[src/rtl/code_conv_pkg.sv]
// Shared types and constants for the arbitrated binary/Gray code converter.
package code_conv_pkg;

  localparam int unsigned CONV_W = 16;

  localparam logic DIR_B2G = 1'b0;
  localparam logic DIR_G2B = 1'b1;

  typedef enum logic [1:0] {IDLE, LOAD, CONV, ACK} state_e;

endpackage

[src/rtl/code_conv_arb_if.sv]
// Request/acknowledge bundle between two requesters and the converter arbiter.
interface code_conv_arb_if #(
  parameter int unsigned W = 16
);
  logic         req0;
  logic         dir0;
  logic [W-1:0] din0;
  logic         req1;
  logic         dir1;
  logic [W-1:0] din1;
  logic         ack0;
  logic         ack1;
  logic [W-1:0] dout;
  logic         busy;

  modport master (
    output req0, dir0, din0, req1, dir1, din1,
    input  ack0, ack1, dout, busy
  );

  modport slave (
    input  req0, dir0, din0, req1, dir1, din1,
    output ack0, ack1, dout, busy
  );
endinterface

[src/rtl/code_conv.sv]
// Combinational binary<->Gray converter; the single shared datapath.
module code_conv
  import code_conv_pkg::*;
#(
  parameter int unsigned W = CONV_W
) (
  input  logic [W-1:0] operand,
  input  logic         dir,
  output logic [W-1:0] result
);

  always_comb begin
    result = operand ^ (operand >> 1);
    if (dir == DIR_G2B) begin
      // Each binary bit is the XOR of the Gray bits from the MSB down to it.
      for (int i = 0; i < W; i++) begin
        result[i] = ^(operand >> i);
      end
    end
  end

endmodule

[src/rtl/code_conv_arb.sv]
// Round-robin arbiter and 4-state sequencer in front of one shared code_conv.
module code_conv_arb
  import code_conv_pkg::*;
#(
  parameter int unsigned W = CONV_W
) (
  input logic            clk,
  input logic            rst,
  code_conv_arb_if.slave bus
);

  state_e       state_q, state_d;
  logic         last_q;
  logic         win_q;
  logic         dir_q;
  logic [W-1:0] op_q;
  logic [W-1:0] dout_q;
  logic [W-1:0] conv_res;
  logic         grant;

  code_conv #(
    .W(W)
  ) u_conv (
    .operand(op_q),
    .dir    (dir_q),
    .result (conv_res)
  );

  always_comb begin
    state_d = state_q;
    // On contention the port that did not win last time goes next.
    if (bus.req0 && bus.req1) begin
      grant = ~last_q;
    end else begin
      grant = bus.req1;
    end
    unique case (state_q)
      IDLE: if (bus.req0 || bus.req1) state_d = LOAD;
      LOAD: state_d = CONV;
      CONV: state_d = ACK;
      ACK:  state_d = IDLE;
    endcase
  end

  always_ff @(posedge clk) begin
    if (rst) begin
      state_q <= IDLE;
      last_q  <= 1'b1;
      win_q   <= 1'b0;
      dir_q   <= 1'b0;
      op_q    <= '0;
      dout_q  <= '0;
    end else begin
      state_q <= state_d;
      if (state_q == IDLE && state_d == LOAD) begin
        win_q  <= grant;
        last_q <= grant;
        dir_q  <= grant ? bus.dir1 : bus.dir0;
        op_q   <= grant ? bus.din1 : bus.din0;
      end
      if (state_q == CONV) begin
        dout_q <= conv_res;
      end
    end
  end

  assign bus.ack0 = (state_q == ACK) && !win_q;
  assign bus.ack1 = (state_q == ACK) && win_q;
  assign bus.busy = (state_q != IDLE);
  assign bus.dout = dout_q;

endmodule

[src/flat_wrapper.sv]
// flat-port wrapper written by rule: the top's interface ports become plain ports
module code_conv_arb_flat import code_conv_pkg::*;
#(
  parameter int unsigned W = CONV_W
)
  (clk, rst, bus_req0, bus_dir0, bus_din0, bus_req1, bus_dir1, bus_din1, bus_ack0, bus_ack1, bus_dout, bus_busy);
  code_conv_arb_if #(.W(W)) bus_i ();
  input logic clk;
  input logic rst;
  input wire logic [$bits(bus_i.req0)-1:0] bus_req0;
  input wire logic [$bits(bus_i.dir0)-1:0] bus_dir0;
  input wire logic [$bits(bus_i.din0)-1:0] bus_din0;
  input wire logic [$bits(bus_i.req1)-1:0] bus_req1;
  input wire logic [$bits(bus_i.dir1)-1:0] bus_dir1;
  input wire logic [$bits(bus_i.din1)-1:0] bus_din1;
  output wire logic [$bits(bus_i.ack0)-1:0] bus_ack0;
  output wire logic [$bits(bus_i.ack1)-1:0] bus_ack1;
  output wire logic [$bits(bus_i.dout)-1:0] bus_dout;
  output wire logic [$bits(bus_i.busy)-1:0] bus_busy;
  assign bus_i.req0 = bus_req0;
  assign bus_i.dir0 = bus_dir0;
  assign bus_i.din0 = bus_din0;
  assign bus_i.req1 = bus_req1;
  assign bus_i.dir1 = bus_dir1;
  assign bus_i.din1 = bus_din1;
  assign bus_ack0 = bus_i.ack0;
  assign bus_ack1 = bus_i.ack1;
  assign bus_dout = bus_i.dout;
  assign bus_busy = bus_i.busy;
  code_conv_arb #(.W(W)) u_core (.clk(clk), .rst(rst), .bus(bus_i));
endmodule
[config.mk]
export PLATFORM = sky130hd
export DESIGN_NAME = code_conv_arb_flat
export DESIGN_NICKNAME = d
export VERILOG_FILES = /design/src/rtl/code_conv_pkg.sv /design/src/rtl/code_conv_arb_if.sv /design/src/rtl/code_conv.sv /design/src/rtl/code_conv_arb.sv /design/src/flat_wrapper.sv
export SDC_FILE = /design/constraint.sdc
export NUM_CORES = 1
export LEC_CHECK = 0
export ABC_AREA = 1
export BUFFER_PORTS_ARGS = -buffer_cell sky130_fd_sc_hd__buf_4
export CAP_MARGIN = 10
export CORE_ASPECT_RATIO = 1.75
export CORE_MARGIN = 10
export CORE_UTILIZATION = 50
export CTS_BUF_LIST = sky130_fd_sc_hd__clkbuf_4 sky130_fd_sc_hd__clkbuf_8 sky130_fd_sc_hd__clkbuf_16
export DETAILED_ROUTE_END_ITERATION = 12
export PLACE_DENSITY = 0.77
export SETUP_SLACK_MARGIN = 0.2
export SLEW_MARGIN = 10
export SYNTH_ARGS = -nofsm -noshare
export SYNTH_HDL_FRONTEND = slang
export SYNTH_HIERARCHICAL = 1
export SYNTH_SLANG_ARGS = --single-unit
[constraint.sdc]
create_clock -name clk -period 1.4 [get_ports clk]
set_clock_uncertainty 0.1 [all_clocks]
set_input_delay 0.14 -clock clk [delete_from_list [all_inputs] [get_ports clk]]
set_output_delay 0.14 -clock clk [all_outputs]
set_load 0.1 [all_outputs]
==> flow_summary.rst, run 1 <==
.. list-table::
   :header-rows: 1

   * - Metric
     - Value
   * - Setup repair after global routing missed its margin
     - yes
   * - Hold path depth
     - 5
   * - Launch point of the critical path
     - u_core/op_q[12]
   * - Number of cells traversed by the worst register-to-register path
     - 13
   * - Worst slew slack as a fraction of its limit
     - 72.5%
   * - TritonCTS buffer count
     - 5
   * - Total wirelength of the detailed-routed design
     - 9800 um
   * - Worst Hold Margin
     - 0.0518 ns
   * - Antenna viol nets, final
     - 0
   * - Worst Setup Path Type
     - reg -> reg
   * - Vias in the first global route
     - 3297
   * - Violated checks
     - negative setup slack
   * - Clock root buffer
     - clkbuf_8
   * - Share of the cycle needed by the critical path after routing
     - 113%
   * - Capturing element of the worst setup path
     - u_core/bus.dout[1]
   * - Maximum clock frequency
     - 634 MHz
   * - Core Box Area
     - 5260 um^2
   * - Total net switching power
     - 6.68 mW
   * - Slack of the worst reg-to-reg path
     - -0.18 ns
   * - Mean cell area of the mapped netlist
     - 5.29 um^2
   * - Category of the worst setup path capture point
     - flop
   * - Vias per std cell
     - 5.34
   * - Number of gates on the worst path with buffers counted
     - 13
   * - Worst reg2reg path endpoint
     - u_core/bus.dout[1]
   * - List of cells traversed by the critical path
     - inv_4 -> nand2_1 -> nand2_2 -> nand2_1 -> nand2_2 -> nand2_4 -> nand2_4 -> buf_4 -> nand3_2 -> nand3_1 -> nand2_1 -> nor2_1 -> nor2_1
   * - Initial core utilization
     - 51.5%
   * - Share of power burned in combinational logic
     - 76.5%
   * - Clock-pin slew of the registers on the worst-case setup and hold paths
     - 0.08 ns
   * - Initial detailed-routing violation count
     - 238
   * - Area after DPL
     - 3530 um^2
   * - Port Buffer Count
     - 56
   * - Number of setup violations in the final report
     - 33
   * - Weighted congestion reported at the end of routability-driven placement
     - 0.875
   * - Total Die Area
     - 8870 um^2
   * - Fraction of layout instances using a drive strength above 1
     - 50.4%
   * - Clock group share of total power
     - 7.7%
   * - Share of synthesized area occupied by flip-flops and latches
     - 27.4%
   * - HPWL after detailed placement
     - 5750 um
   * - Lkg Pwr
     - 2.34 nW
   * - Final-stage net count
     - 655
   * - Cell with the largest stage delay on the worst path
     - dfxtp_4
   * - Number of endpoints with negative hold slack in the final report
     - 0
   * - Post-Synthesis Cells
     - 511
   * - Antenna cells
     - 0
   * - Required time at the worst-slack endpoint
     - 1.49 ns
   * - Number of H-tree levels
     - 2
   * - Die Height
     - 117 um
   * - Number of maximum-capacitance violations
     - 0
   * - Total of warnings raised by yosys
     - 6
   * - IR drop worst, VDD
     - 0.00139 V
   * - Cell-internal power
     - 5.81 mW
   * - Result of the run
     - finished, violations left
   * - Pin count of the biggest net entering global routing
     - 34
   * - Worst path most repeated cell
     - nand2_1
   * - Critical path buffers and inverters
     - 2
   * - Total Routing Usage GR
     - 19.2%
   * - Most frequent standard cell in the layout excluding fill and tap cells
     - nand2_1
   * - Overflow left after global routing
     - 0
   * - Post-layout instance count excluding filler cells
     - 670
   * - Launching element type of the critical path
     - flop
   * - TritonCTS clock tree
     - done
   * - Top-Level Pins
     - 57
   * - Drt wl/cell
     - 14.6 um
   * - Cells after DPL
     - 644
   * - Area added between synthesis and finish
     - 66.5%
   * - Total nets after synthesis
     - 552
   * - Startpoint of the worst-slack reg-to-reg timing path
     - u_core/op_q[12]
   * - Netlist area before placement
     - 2700 um^2
   * - Total via count after detailed routing
     - 3576
   * - Critical path's largest stage delay
     - 0.38 ns
   * - Proportion of power drawn by flip-flops and latches
     - 15.8%
   * - Number of register bits inferred by synthesis
     - 37
   * - Number of library cell types mapped by synthesis
     - 19
   * - Gate family responsible for the most delay along the worst path
     - simple AND/OR/NAND/NOR gates
   * - Min Clock Period, post-route
     - 1.58 ns
   * - DRC violation count after routing
     - 0
   * - First-pass iteration count of the detailed router
     - 5
   * - Share of total power consumed by net switching
     - 53.5%
   * - Worst setup slack after layout
     - -0.176 ns
   * - Ratio of total power to cell area
     - 2770 nW/um^2
   * - Global-route wire length before repair
     - 13600 um
   * - Number of cell rows
     - 35
   * - Slew Limit Fails
     - 0
   * - Chip width
     - 75.6 um
   * - Layout Cell Area excl Fill
     - 4500 um^2
   * - Data arrival, critical path
     - 1.66 ns
   * - Hold Crit Class
     - in -> reg
   * - Num Clock Sinks
     - 37
   * - Maximum number of buffers from clock root to sink
     - 2
   * - Transition time at the pin with the least slew margin
     - 0.408 ns
   * - Initial antenna violation count
     - 0
   * - Source-to-sink clock delay at the later pin of the worst-skew pair
     - 0.29 ns
   * - Commonest cells after routing, fill and taps aside
     - 192 x nand2_1, 85 x buf_4, 71 x nand2_2
   * - Critical path peak fanout
     - 6
## cells by family (layout without fill, tap and decap cells)
kind of cell             count (synthesis)  count (layout)  synth area share (%)
AND/OR/NAND/NOR                        375             375                  55.1
buffers and inverters                   65             169                  10.3
flip-flops                              37              37                  27.4
AO/OA/AOI/OAI                           30              30                  5.55
adder cells (fa/ha/maj)                  3               3                  1.39
XOR/XNOR                                 1               1                 0.324
## through the flow
step / power [mW] / utilization (%) / worst slack, ns / setup TNS [ns]
6_report: 12.5 / 85.7 / -0.176 / -2.74
5_1_grt: 13.3 / 85.7 / -0.258 / -5.15
4_1_cts: 10.8 / 78.0 / -0.0926 / -1.25
3_5_place_dp: 8.50 / 67.1 / -0.146 / -0.810
3_3_place_gp: 8.34 / 67.1 / -0.105 / -0.325
2_1_floorplan: 6.58 / - / -0.0237 / -0.109
## power by group through the flow
| stage | clock network, mW | registers (mW) | logic (mW) |
|---|---|---|---|
| after floorplan | 0 | 2.62 | 3.96 |
| after global placement | 0 | 1.81 | 6.53 |
| after detailed placement | 0 | 1.84 | 6.66 |
| after CTS | 0.965 | 1.88 | 7.92 |
| after global routing | 1.01 | 2.03 | 10.3 |
| final | 0.957 | 1.97 | 9.56 |
## synthesized netlist by cell type
cell / instances / area, um^2
nand3_1: 16 / 80.1
buf_2: 3 / 15.0
o21ai_0: 24 / 120
nor2_1: 69 / 259
nand2_4: 1 / 11.3
nand2_1: 269 / 1010
xnor2_1: 1 / 8.76
nand4_1: 1 / 6.26
buf_6: 3 / 33.8
ha_1: 3 / 37.5
dfxtp_1: 37 / 741
buf_4: 2 / 15.0
nand2_2: 18 / 113
a21oi_1: 2 / 10.0
inv_2: 10 / 37.5
o21ai_1: 4 / 20.0
inv_1: 42 / 158
clkbuf_1: 5 / 18.8
nand3_2: 1 / 10.0
## flip-flops by register name, indices dropped and copies added (netlist names)
signal and cells:
u_core/bus.dout 16, u_core/dir_q 1, u_core/win_q 1, u_core/op_q 16
u_core/state_q 2, u_core/last_q 1
## cell type report
class / count / area (um^2)
flip-flops and latches: 37 / 818
fillers: 284 / 752
clock inverters: 2 / 38.8
clock buffers: 6 / 76.3
repair buffers: 109 / 1050
inverters: 52 / 228
well taps: 55 / 68.8
multi-input cells: 409 / 2230
## repair_timing
| item | CTS | global route |
|---|---|---|
| resized for setup | 101 | 103 |
| pin swaps | 21 | 44 |
| gates cloned | 3 | 1 |
| hold buffers | 1 | 0 |
| hold endpoints to repair | 3 | 0 |
| buffers inserted | 6 | 7 |
| setup endpoints to repair | 38 | 39 |
## routing by layer
metal | vias up | share of wire (%) | global-route usage (%)
met5 | - | 0 | 0
met4 | 0 | 4.9 | 9.59
met3 | 49 | 4.6 | 3.46
met2 | 163 | 54 | 37.8
met1 | 1619 | 36 | 17.6
li1 | 1745 | - | -
## worst reg2reg max path: stages, from the launching register on
cell and delay (ns):
dfxtp_4 0.38, inv_4 0.07, nand2_1 0.06, nand2_2 0.09
nand2_1 0.10, nand2_2 0.11, nand2_4 0.06, nand2_4 0.08
buf_4 0.11, nand3_2 0.06, nand3_1 0.07, nand2_1 0.05
nor2_1 0.08, nor2_1 0.04
## how the worst min path moves through the flow
stage	start	end	slack, ns
4_1_cts	bus_dir1	u_core/dir_q	0.06
5_1_grt	bus_din1[5]	u_core/op_q[5]	0.07
6_report	bus_din0[12]	u_core/op_q[12]	0.05
2_1_floorplan	rst	u_core/state_q[0]	0.11
3_3_place_gp	rst	u_core/win_q	0.23
3_5_place_dp	rst	u_core/win_q	0.24
No activity file was read; power rests on OpenSTA's default activity.
==> run 2: changes to the inputs <==
--- a/config.mk
+++ b/config.mk
@@ -11,7 +11,6 @@
 export CORE_ASPECT_RATIO = 1.75
 export CORE_MARGIN = 10
 export CORE_UTILIZATION = 50
-export CTS_BUF_LIST = sky130_fd_sc_hd__clkbuf_4 sky130_fd_sc_hd__clkbuf_8 sky130_fd_sc_hd__clkbuf_16
 export DETAILED_ROUTE_END_ITERATION = 12
 export PLACE_DENSITY = 0.77
 export SETUP_SLACK_MARGIN = 0.2
==> flow_summary.rst, run 2 (synthesis gave the netlist of run 1 again) <==
.. list-table::
   :header-rows: 1

   * - Metric
     - Value
   * - Result of the run
     - finished, violations left (unchanged)
   * - Violated checks
     - negative setup slack (unchanged)
   * - Worst reg2reg path endpoint
     - u_core/op_q[6] (was u_core/bus.dout[1])
   * - Core Box Area
     - 5260 um^2 (unchanged)
   * - Number of cells traversed by the worst register-to-register path
     - 7 (was 13)
   * - Number of endpoints with negative hold slack in the final report
     - 0 (unchanged)
   * - Total Die Area
     - 8870 um^2 (unchanged)
   * - Total via count after detailed routing
     - 3516 (was 3576)
   * - Vias per std cell
     - 5.27 (was 5.34)
   * - Antenna cells
     - 0 (unchanged)
   * - Initial detailed-routing violation count
     - 192 (was 238)
   * - Total Routing Usage GR
     - 18.2% (was 19.2%)
   * - HPWL after detailed placement
     - 5750 um (unchanged)
   * - Data arrival, critical path
     - 1.65 ns (was 1.66 ns)
   * - Source-to-sink clock delay at the later pin of the worst-skew pair
     - 0.30 ns (was 0.29 ns)
   * - Vias in the first global route
     - 3192 (was 3297)
   * - DR WL met3
     - 511 um (was 451 um)
   * - Number of setup violations in the final report
     - 35 (was 33)
   * - Slew Limit Fails
     - 0 (unchanged)
   * - Startpoint of the worst-slack reg-to-reg timing path
     - u_core/state_q[0] (was u_core/op_q[12])
   * - Area added between synthesis and finish
     - 65.7% (was 66.5%)
   * - Capturing element of the worst setup path
     - u_core/op_q[6] (was u_core/bus.dout[1])
   * - Clock root buffer
     - clkbuf_8 (unchanged)
   * - Layout Cell Area excl Fill
     - 4480 um^2 (was 4500 um^2)
   * - Initial core utilization
     - 51.5% (unchanged)
   * - Launching element type of the critical path
     - flop (unchanged)
   * - Final core utilization
     - 85.2% (was 85.7%)
   * - Wire length the detailed router placed on met1
     - 3440 um (was 3570 um)
   * - Hold Crit Class
     - in -> reg (unchanged)
   * - Setup repair after global routing missed its margin
     - yes (unchanged)
   * - Critical path buffers and inverters
     - 3 (was 2)
   * - Lkg Pwr
     - 2.32 nW (was 2.34 nW)
   * - Number of cell rows
     - 35 (unchanged)
   * - List of cells traversed by the critical path
     - inv_2 -> ha_4 -> inv_4 -> nand3_4 -> buf_12 -> nor2_1 -> nor2_2 (was inv_4 -> nand2_1 -> nand2_2 -> nand2_1 -> nand2_2 -> nand2_4 -> nand2_4 -> buf_4 -> nand3_2 -> nand3_1 -> nand2_1 -> nor2_1 -> nor2_1)
   * - Top-Level Pins
     - 57 (unchanged)
   * - Maximum number of buffers from clock root to sink
     - 2 (unchanged)
   * - Number of gates on the worst path with buffers counted
     - 7 (was 13)
   * - IR drop worst, VDD
     - 0.00151 V (was 0.00139 V)
   * - Area after DPL
     - 3530 um^2 (unchanged)
   * - Antenna viol nets, final
     - 0 (unchanged)
   * - Cells after DPL
     - 644 (unchanged)
   * - Weighted congestion reported at the end of routability-driven placement
     - 0.875 (unchanged)
   * - Maximum clock frequency
     - 643 MHz (was 634 MHz)
   * - Count of filler cells inserted in the layout
     - 288 (was 284)
   * - Transition time at the pin with the least slew margin
     - 0.386 ns (was 0.408 ns)
   * - Port Buffer Count
     - 56 (unchanged)
   * - Number of maximum-capacitance violations
     - 0 (unchanged)
   * - Post-layout instance count excluding filler cells
     - 667 (was 670)
   * - Worst Setup Path Type
     - reg -> reg (unchanged)
   * - Critical path peak fanout
     - 8 (was 6)
   * - Met2 layer wire length in the routed design
     - 5170 um (was 5300 um)
   * - Worst slew slack as a fraction of its limit
     - 74.0% (was 72.5%)
   * - Critical path's largest stage delay
     - 0.35 ns (was 0.38 ns)
   * - Chip width
     - 75.6 um (unchanged)
   * - Overflow left after global routing
     - 0 (unchanged)
   * - Worst setup slack after layout
     - -0.155 ns (was -0.176 ns)
   * - Global-route wire length before repair
     - 13000 um (was 13600 um)
   * - Fraction of layout instances using a drive strength above 1
     - 49.5% (was 50.4%)
   * - TritonCTS buffer count
     - 5 (unchanged)
   * - Most frequent standard cell in the layout excluding fill and tap cells
     - nand2_1 (unchanged)
   * - Launch point of the critical path
     - u_core/state_q[0] (was u_core/op_q[12])
   * - Topmost layer with routed signal wires
     - met4 (unchanged)
   * - Slack of the worst reg-to-reg path
     - -0.15 ns (was -0.18 ns)
   * - Commonest cells after routing, fill and taps aside
     - 193 x nand2_1, 84 x buf_4, 69 x nand2_2 (was 192 x nand2_1, 85 x buf_4, 71 x nand2_2)
   * - Total wirelength of the detailed-routed design
     - 9760 um (was 9800 um)
   * - Pin count of the biggest net entering global routing
     - 34 (unchanged)
   * - Min Clock Period, post-route
     - 1.55 ns (was 1.58 ns)
   * - Clock-pin slew of the registers on the worst-case setup and hold paths
     - 0.08 ns (about the same)
   * - Share of the cycle needed by the critical path after routing
     - 111% (was 113%)
   * - Die Height
     - 117 um (unchanged)
   * - Gate family responsible for the most delay along the worst path
     - simple AND/OR/NAND/NOR gates (unchanged)
   * - TritonCTS clock tree
     - done (unchanged)
   * - Cell with the largest stage delay on the worst path
     - dfxtp_2 (was dfxtp_4)
   * - Initial antenna violation count
     - 0 (unchanged)
   * - Category of the worst setup path capture point
     - flop (unchanged)
   * - Num Clock Sinks
     - 37 (unchanged)
   * - First-pass iteration count of the detailed router
     - 5 (unchanged)
   * - Number of H-tree levels
     - 2 (unchanged)
   * - Ratio of total power to cell area
     - 2760 nW/um^2 (was 2770 nW/um^2)
   * - DRC violation count after routing
     - 0 (unchanged)
   * - Required time at the worst-slack endpoint
     - 1.49 ns (about the same)
   * - Final-stage net count
     - 652 (was 655)
   * - Drt wl/cell
     - 14.6 um (about the same)
[run 2: cell count changes in the layout (fill, tap and decap cells not counted), moves of 2 or more]
cell,previous run,this run
buf_8,2,0
clkbuf_16,1,3
inv_2,12,14
inv_4,10,8
nand2_2,71,69
nor2_2,11,9
nor2_4,12,15
o21ai_2,6,4
[run 2: power by group]
| part | internal [mW] | switching [mW] |
|---|---|---|
| sequential | 1.52 | 0.442 |
| combinational | 3.62 | 5.83 |
| clock | 0.535 | 0.410 |
[run 2: metrics by stage]
step / setup TNS, ns / total power, mW / hold WS [ns] / setup slack (ns)
global placement: -0.325 / 8.34 / 0.231 / -0.105
detailed placement: -0.810 / 8.50 / 0.235 / -0.146
CTS: -0.924 / 10.3 / 0.0541 / -0.0915
floorplan: -0.109 / 6.58 / 0.109 / -0.0237
global route: -5.67 / 13.2 / 0.0736 / -0.264
finish: -3.18 / 12.4 / 0.0412 / -0.155
[run 2: how the worst min path moves through the flow]
stage / from / end / slack (ns) / depth (start not counted)
2_1_floorplan: rst / u_core/state_q[0] / 0.11 / 1
6_report: bus_dir1 / u_core/dir_q / 0.04 / 5
3_3_place_gp: rst / u_core/win_q / 0.23 / 2
4_1_cts: bus_din1[13] / u_core/op_q[13] / 0.05 / 5
3_5_place_dp: rst / u_core/win_q / 0.24 / 2
5_1_grt: bus_din1[14] / u_core/op_q[14] / 0.07 / 5
[run 2: repair_timing]
item	4_1_cts	5_1_grt
hold buffers	1	0
pin swaps	20	36
resized for setup	81	118
endpoints found under the setup margin	38	39
buffers inserted	2	7
endpoints found under the hold margin	3	0
cloned	2	3
[run 2: worst reg2reg max path: stages, from the launching register on]
cell and delay [ns]:
dfxtp_2 0.35, inv_2 0.06, ha_4 0.23, inv_4 0.07, nand3_4 0.20, buf_12 0.23
nor2_1 0.15, nor2_2 0.06
[run 2: cell type report]
type / count / area [um^2] / area share [%]
Clock buffer: 6 / 72.6 / 1.62
Clock inverter: 2 / 38.8 / 0.866
Inverter: 52 / 223 / 4.97
Multi-Input combinational cell: 409 / 2240 / 50.0
Sequential cell: 37 / 817 / 18.2
Tap cell: 55 / 68.8 / 1.54
Timing Repair Buffer: 106 / 1020 / 22.8
[run 2: layer usage]
metal / up-vias / global-route usage [%]
li1: 1740 / -
met1: 1548 / 16.7
met2: 162 / 34.9
met3: 66 / 3.38
met4: 0 / 10.7
met5: - / 0
==> run 3: changes to the inputs <==
==> constraint.sdc (replaced) <==
create_clock -name clk -period 1.36 [get_ports clk]
set_clock_uncertainty 0.1 [all_clocks]
set_input_delay 0.136 -clock clk [delete_from_list [all_inputs] [get_ports clk]]
set_output_delay 0.136 -clock clk [all_outputs]
set_load 0.1 [all_outputs]
==> flow_summary.rst, run 3 (synthesis gave the netlist of run 1 again) <==
.. list-table::
   :header-rows: 1

   * - Metric
     - Value
   * - DRC violation count after routing
     - 0 (unchanged)
   * - Layout Cell Area excl Fill
     - 4470 um^2 (was 4480 um^2)
   * - Die Height
     - 117 um (unchanged)
   * - Antenna viol nets, final
     - 0 (unchanged)
   * - Vias in the first global route
     - 3198 (was 3192)
   * - Setup repair after global routing missed its margin
     - yes (unchanged)
   * - Chip width
     - 75.6 um (unchanged)
   * - Number of endpoints with negative hold slack in the final report
     - 0 (unchanged)
   * - Lkg Pwr
     - 2.32 nW (about the same)
   * - Hold Crit Class
     - in -> reg (unchanged)
   * - Top-Level Pins
     - 57 (unchanged)
   * - GR Util met1
     - 18.4% (was 16.7%)
   * - Area after DPL
     - 3540 um^2 (was 3530 um^2)
   * - Number of H-tree levels
     - 2 (unchanged)
   * - Category of the worst setup path capture point
     - flop (unchanged)
   * - Met2 track utilization from global routing
     - 36.9% (was 34.9%)
   * - Final-stage net count
     - 653 (was 652)
   * - Initial detailed-routing violation count
     - 230 (was 192)
   * - Source-to-sink clock delay at the later pin of the worst-skew pair
     - 0.30 ns (about the same)
   * - Worst Setup Path Type
     - reg -> reg (unchanged)
   * - Commonest cells after routing, fill and taps aside
     - 190 x nand2_1, 75 x buf_4, 75 x nand2_2 (was 193 x nand2_1, 84 x buf_4, 69 x nand2_2)
   * - Maximum clock frequency
     - 625 MHz (was 643 MHz)
   * - Global-route wire length before repair
     - 13700 um (was 13000 um)
   * - Cell with the largest stage delay on the worst path
     - dfxtp_4 (was dfxtp_2)
   * - Worst Hold Margin
     - 0.0551 ns (was 0.0412 ns)
   * - Overflow left after global routing
     - 0 (unchanged)
   * - HPWL after detailed placement
     - 5790 um (was 5750 um)
   * - TritonCTS buffer count
     - 5 (unchanged)
   * - Number of cell rows
     - 35 (unchanged)
   * - Worst slew slack as a fraction of its limit
     - 70.9% (was 74.0%)
   * - Fraction of layout instances using a drive strength above 1
     - 51.2% (was 49.5%)
   * - Worst path most repeated cell
     - nand2_1
   * - Transition time at the pin with the least slew margin
     - 0.432 ns (was 0.386 ns)
   * - Total wirelength of the detailed-routed design
     - 9780 um (was 9760 um)
   * - Final TNS setup
     - -4.40 ns (was -3.18 ns)
   * - Weighted congestion reported at the end of routability-driven placement
     - 0.894 (was 0.875)
   * - Initial core utilization
     - 51.5% (unchanged)
   * - TritonCTS clock tree
     - done (unchanged)
   * - Most frequent standard cell in the layout excluding fill and tap cells
     - nand2_1 (unchanged)
   * - Port Buffer Count
     - 56 (unchanged)
   * - Met3 track demand over resource in global routing
     - 3.63% (was 3.38%)
   * - List of cells traversed by the critical path
     - inv_2 -> nand2_1 -> nand2_1 -> nand2_1 -> nand2_2 -> o21ai_0 -> nand2_2 -> o21ai_2 -> inv_1 -> nor2_1 -> nor2_1 (was inv_2 -> ha_4 -> inv_4 -> nand3_4 -> buf_12 -> nor2_1 -> nor2_2)
   * - Ratio of total power to cell area
     - 2840 nW/um^2 (was 2760 nW/um^2)
   * - Slew Limit Fails
     - 0 (unchanged)
   * - Maximum number of buffers from clock root to sink
     - 2 (unchanged)
   * - Initial antenna violation count
     - 0 (unchanged)
   * - Area added between synthesis and finish
     - 65.5% (was 65.7%)
   * - Required time at the worst-slack endpoint
     - 1.44 ns (was 1.49 ns)
   * - GRT busiest layer
     - met2 (unchanged)
   * - Placement Setup Slack
     - -0.156 ns (was -0.146 ns)
   * - Total via count after detailed routing
     - 3494 (was 3516)
   * - Final core utilization
     - 85.1% (was 85.2%)
   * - Antenna cells
     - 0 (unchanged)
   * - Pin count of the biggest net entering global routing
     - 35 (was 34)
   * - Total Die Area
     - 8870 um^2 (unchanged)
   * - Data arrival, critical path
     - 1.68 ns (was 1.65 ns)
   * - Share of the cycle needed by the critical path after routing
     - 118% (was 111%)
   * - IR drop worst, VDD
     - 0.00150 V (was 0.00151 V)
   * - Num Clock Sinks
     - 37 (unchanged)
   * - Min Clock Period, post-route
     - 1.60 ns (was 1.55 ns)
   * - Critical path buffers and inverters
     - 2 (was 3)
   * - Number of maximum-capacitance violations
     - 0 (unchanged)
   * - Launching element type of the critical path
     - flop (unchanged)
   * - Vias per std cell
     - 5.23 (was 5.27)
   * - Total Routing Usage GR
     - 19.5% (was 18.2%)
   * - First-pass iteration count of the detailed router
     - 4 (was 5)
   * - Result of the run
     - finished, violations left (unchanged)
   * - Clock root buffer
     - clkbuf_8 (unchanged)
   * - Clock-pin slew of the registers on the worst-case setup and hold paths
     - 0.07 ns (was 0.08 ns)
   * - Gate family responsible for the most delay along the worst path
     - simple AND/OR/NAND/NOR gates (unchanged)
   * - Violated checks
     - negative setup slack (unchanged)
   * - Count of filler cells inserted in the layout
     - 300 (was 288)
   * - Number of setup violations in the final report
     - 34 (was 35)
   * - Worst setup slack after layout
     - -0.239 ns (was -0.155 ns)
   * - Critical path peak fanout
     - 6 (was 8)
   * - Drt wl/cell
     - 14.6 um (about the same)
   * - Critical path's largest stage delay
     - 0.39 ns (was 0.35 ns)
   * - Core Box Area
     - 5260 um^2 (unchanged)
## run 3: cell count changes in the layout (fill, tap and decap cells not counted), moves of 3 or more
| cell | before | now |
|---|---|---|
| nor2_4 | 15 | 10 |
| inv_1 | 28 | 24 |
| buf_6 | 8 | 18 |
| inv_2 | 14 | 21 |
| nand2_4 | 25 | 22 |
| nor2_2 | 9 | 13 |
| nand2_1 | 193 | 190 |
| buf_4 | 84 | 75 |
| nand2_2 | 69 | 75 |
| inv_4 | 8 | 5 |
| o21ai_1 | 7 | 4 |
## run 3: repair_timing
| action | in CTS | in global routing |
|---|---|---|
| hold endpoints to repair | 3 | 0 |
| setup endpoints to repair | 38 | 49 |
| gates resized for setup | 100 | 111 |
| buffers inserted | 2 | 7 |
| hold buffers | 1 | 0 |
| gates cloned | 3 | 1 |
| pin swaps | 24 | 41 |
## run 3: per-layer routing
metal / up-vias / routed length (um)
met5: - / 0
met4: 0 / 599
met3: 51 / 416
met2: 131 / 5280
met1: 1574 / 3480
li1: 1738 / -
## run 3: per-stage QoR
| step | cells | total power, mW |
|---|---|---|
| 6_report | 668 | 12.7 |
| 5_1_grt | 668 | 13.5 |
| 4_1_cts | 660 | 10.8 |
| 3_5_place_dp | 646 | 8.82 |
| 3_3_place_gp | 646 | 8.65 |
| 2_1_floorplan | 511 | 6.78 |
## run 3: path summary, 6_finish.rpt
path / startpoint / endpoint / slack, ns / cells past startpoint
worst max register to register: u_core/op_q[7] / u_core/bus.dout[5] / -0.24 / 11
worst min register to register: u_core/last_q / u_core/last_q / 0.38 / 2
worst min-delay path: bus_din1[5] / u_core/op_q[5] / 0.06 / 5
worst max-delay path: u_core/op_q[7] / u_core/bus.dout[5] / -0.24 / 11
## run 3: worst register-to-register path, stage by stage, from the launching register on
cell and delay, ns:
dfxtp_4 0.39, inv_2 0.06, nand2_1 0.08, nand2_1 0.10, nand2_1 0.11, nand2_2 0.08, o21ai_0 0.24, nand2_2 0.09
o21ai_2 0.06, inv_1 0.05, nor2_1 0.09, nor2_1 0.04
## run 3: area by class of cell
type	count	area, um^2	area share, %
clock buffers	8	90.1	2.01
flip-flops and latches	37	818	18.3
well taps	55	68.8	1.54
repair buffers	107	1050	23.5
inverters	52	215	4.81
multi-input cells	409	2230	49.8
## run 3: where the power goes
part / internal [mW] / switching (mW) / leakage (nW) / total (mW)
clock: 0.413 / 0.392 / 0.0455 / 0.806
sequential: 1.57 / 0.458 / 0.322 / 2.03
combinational: 3.79 / 6.07 / 1.95 / 9.86
total: 5.77 / 6.92 / 2.32 / 12.7
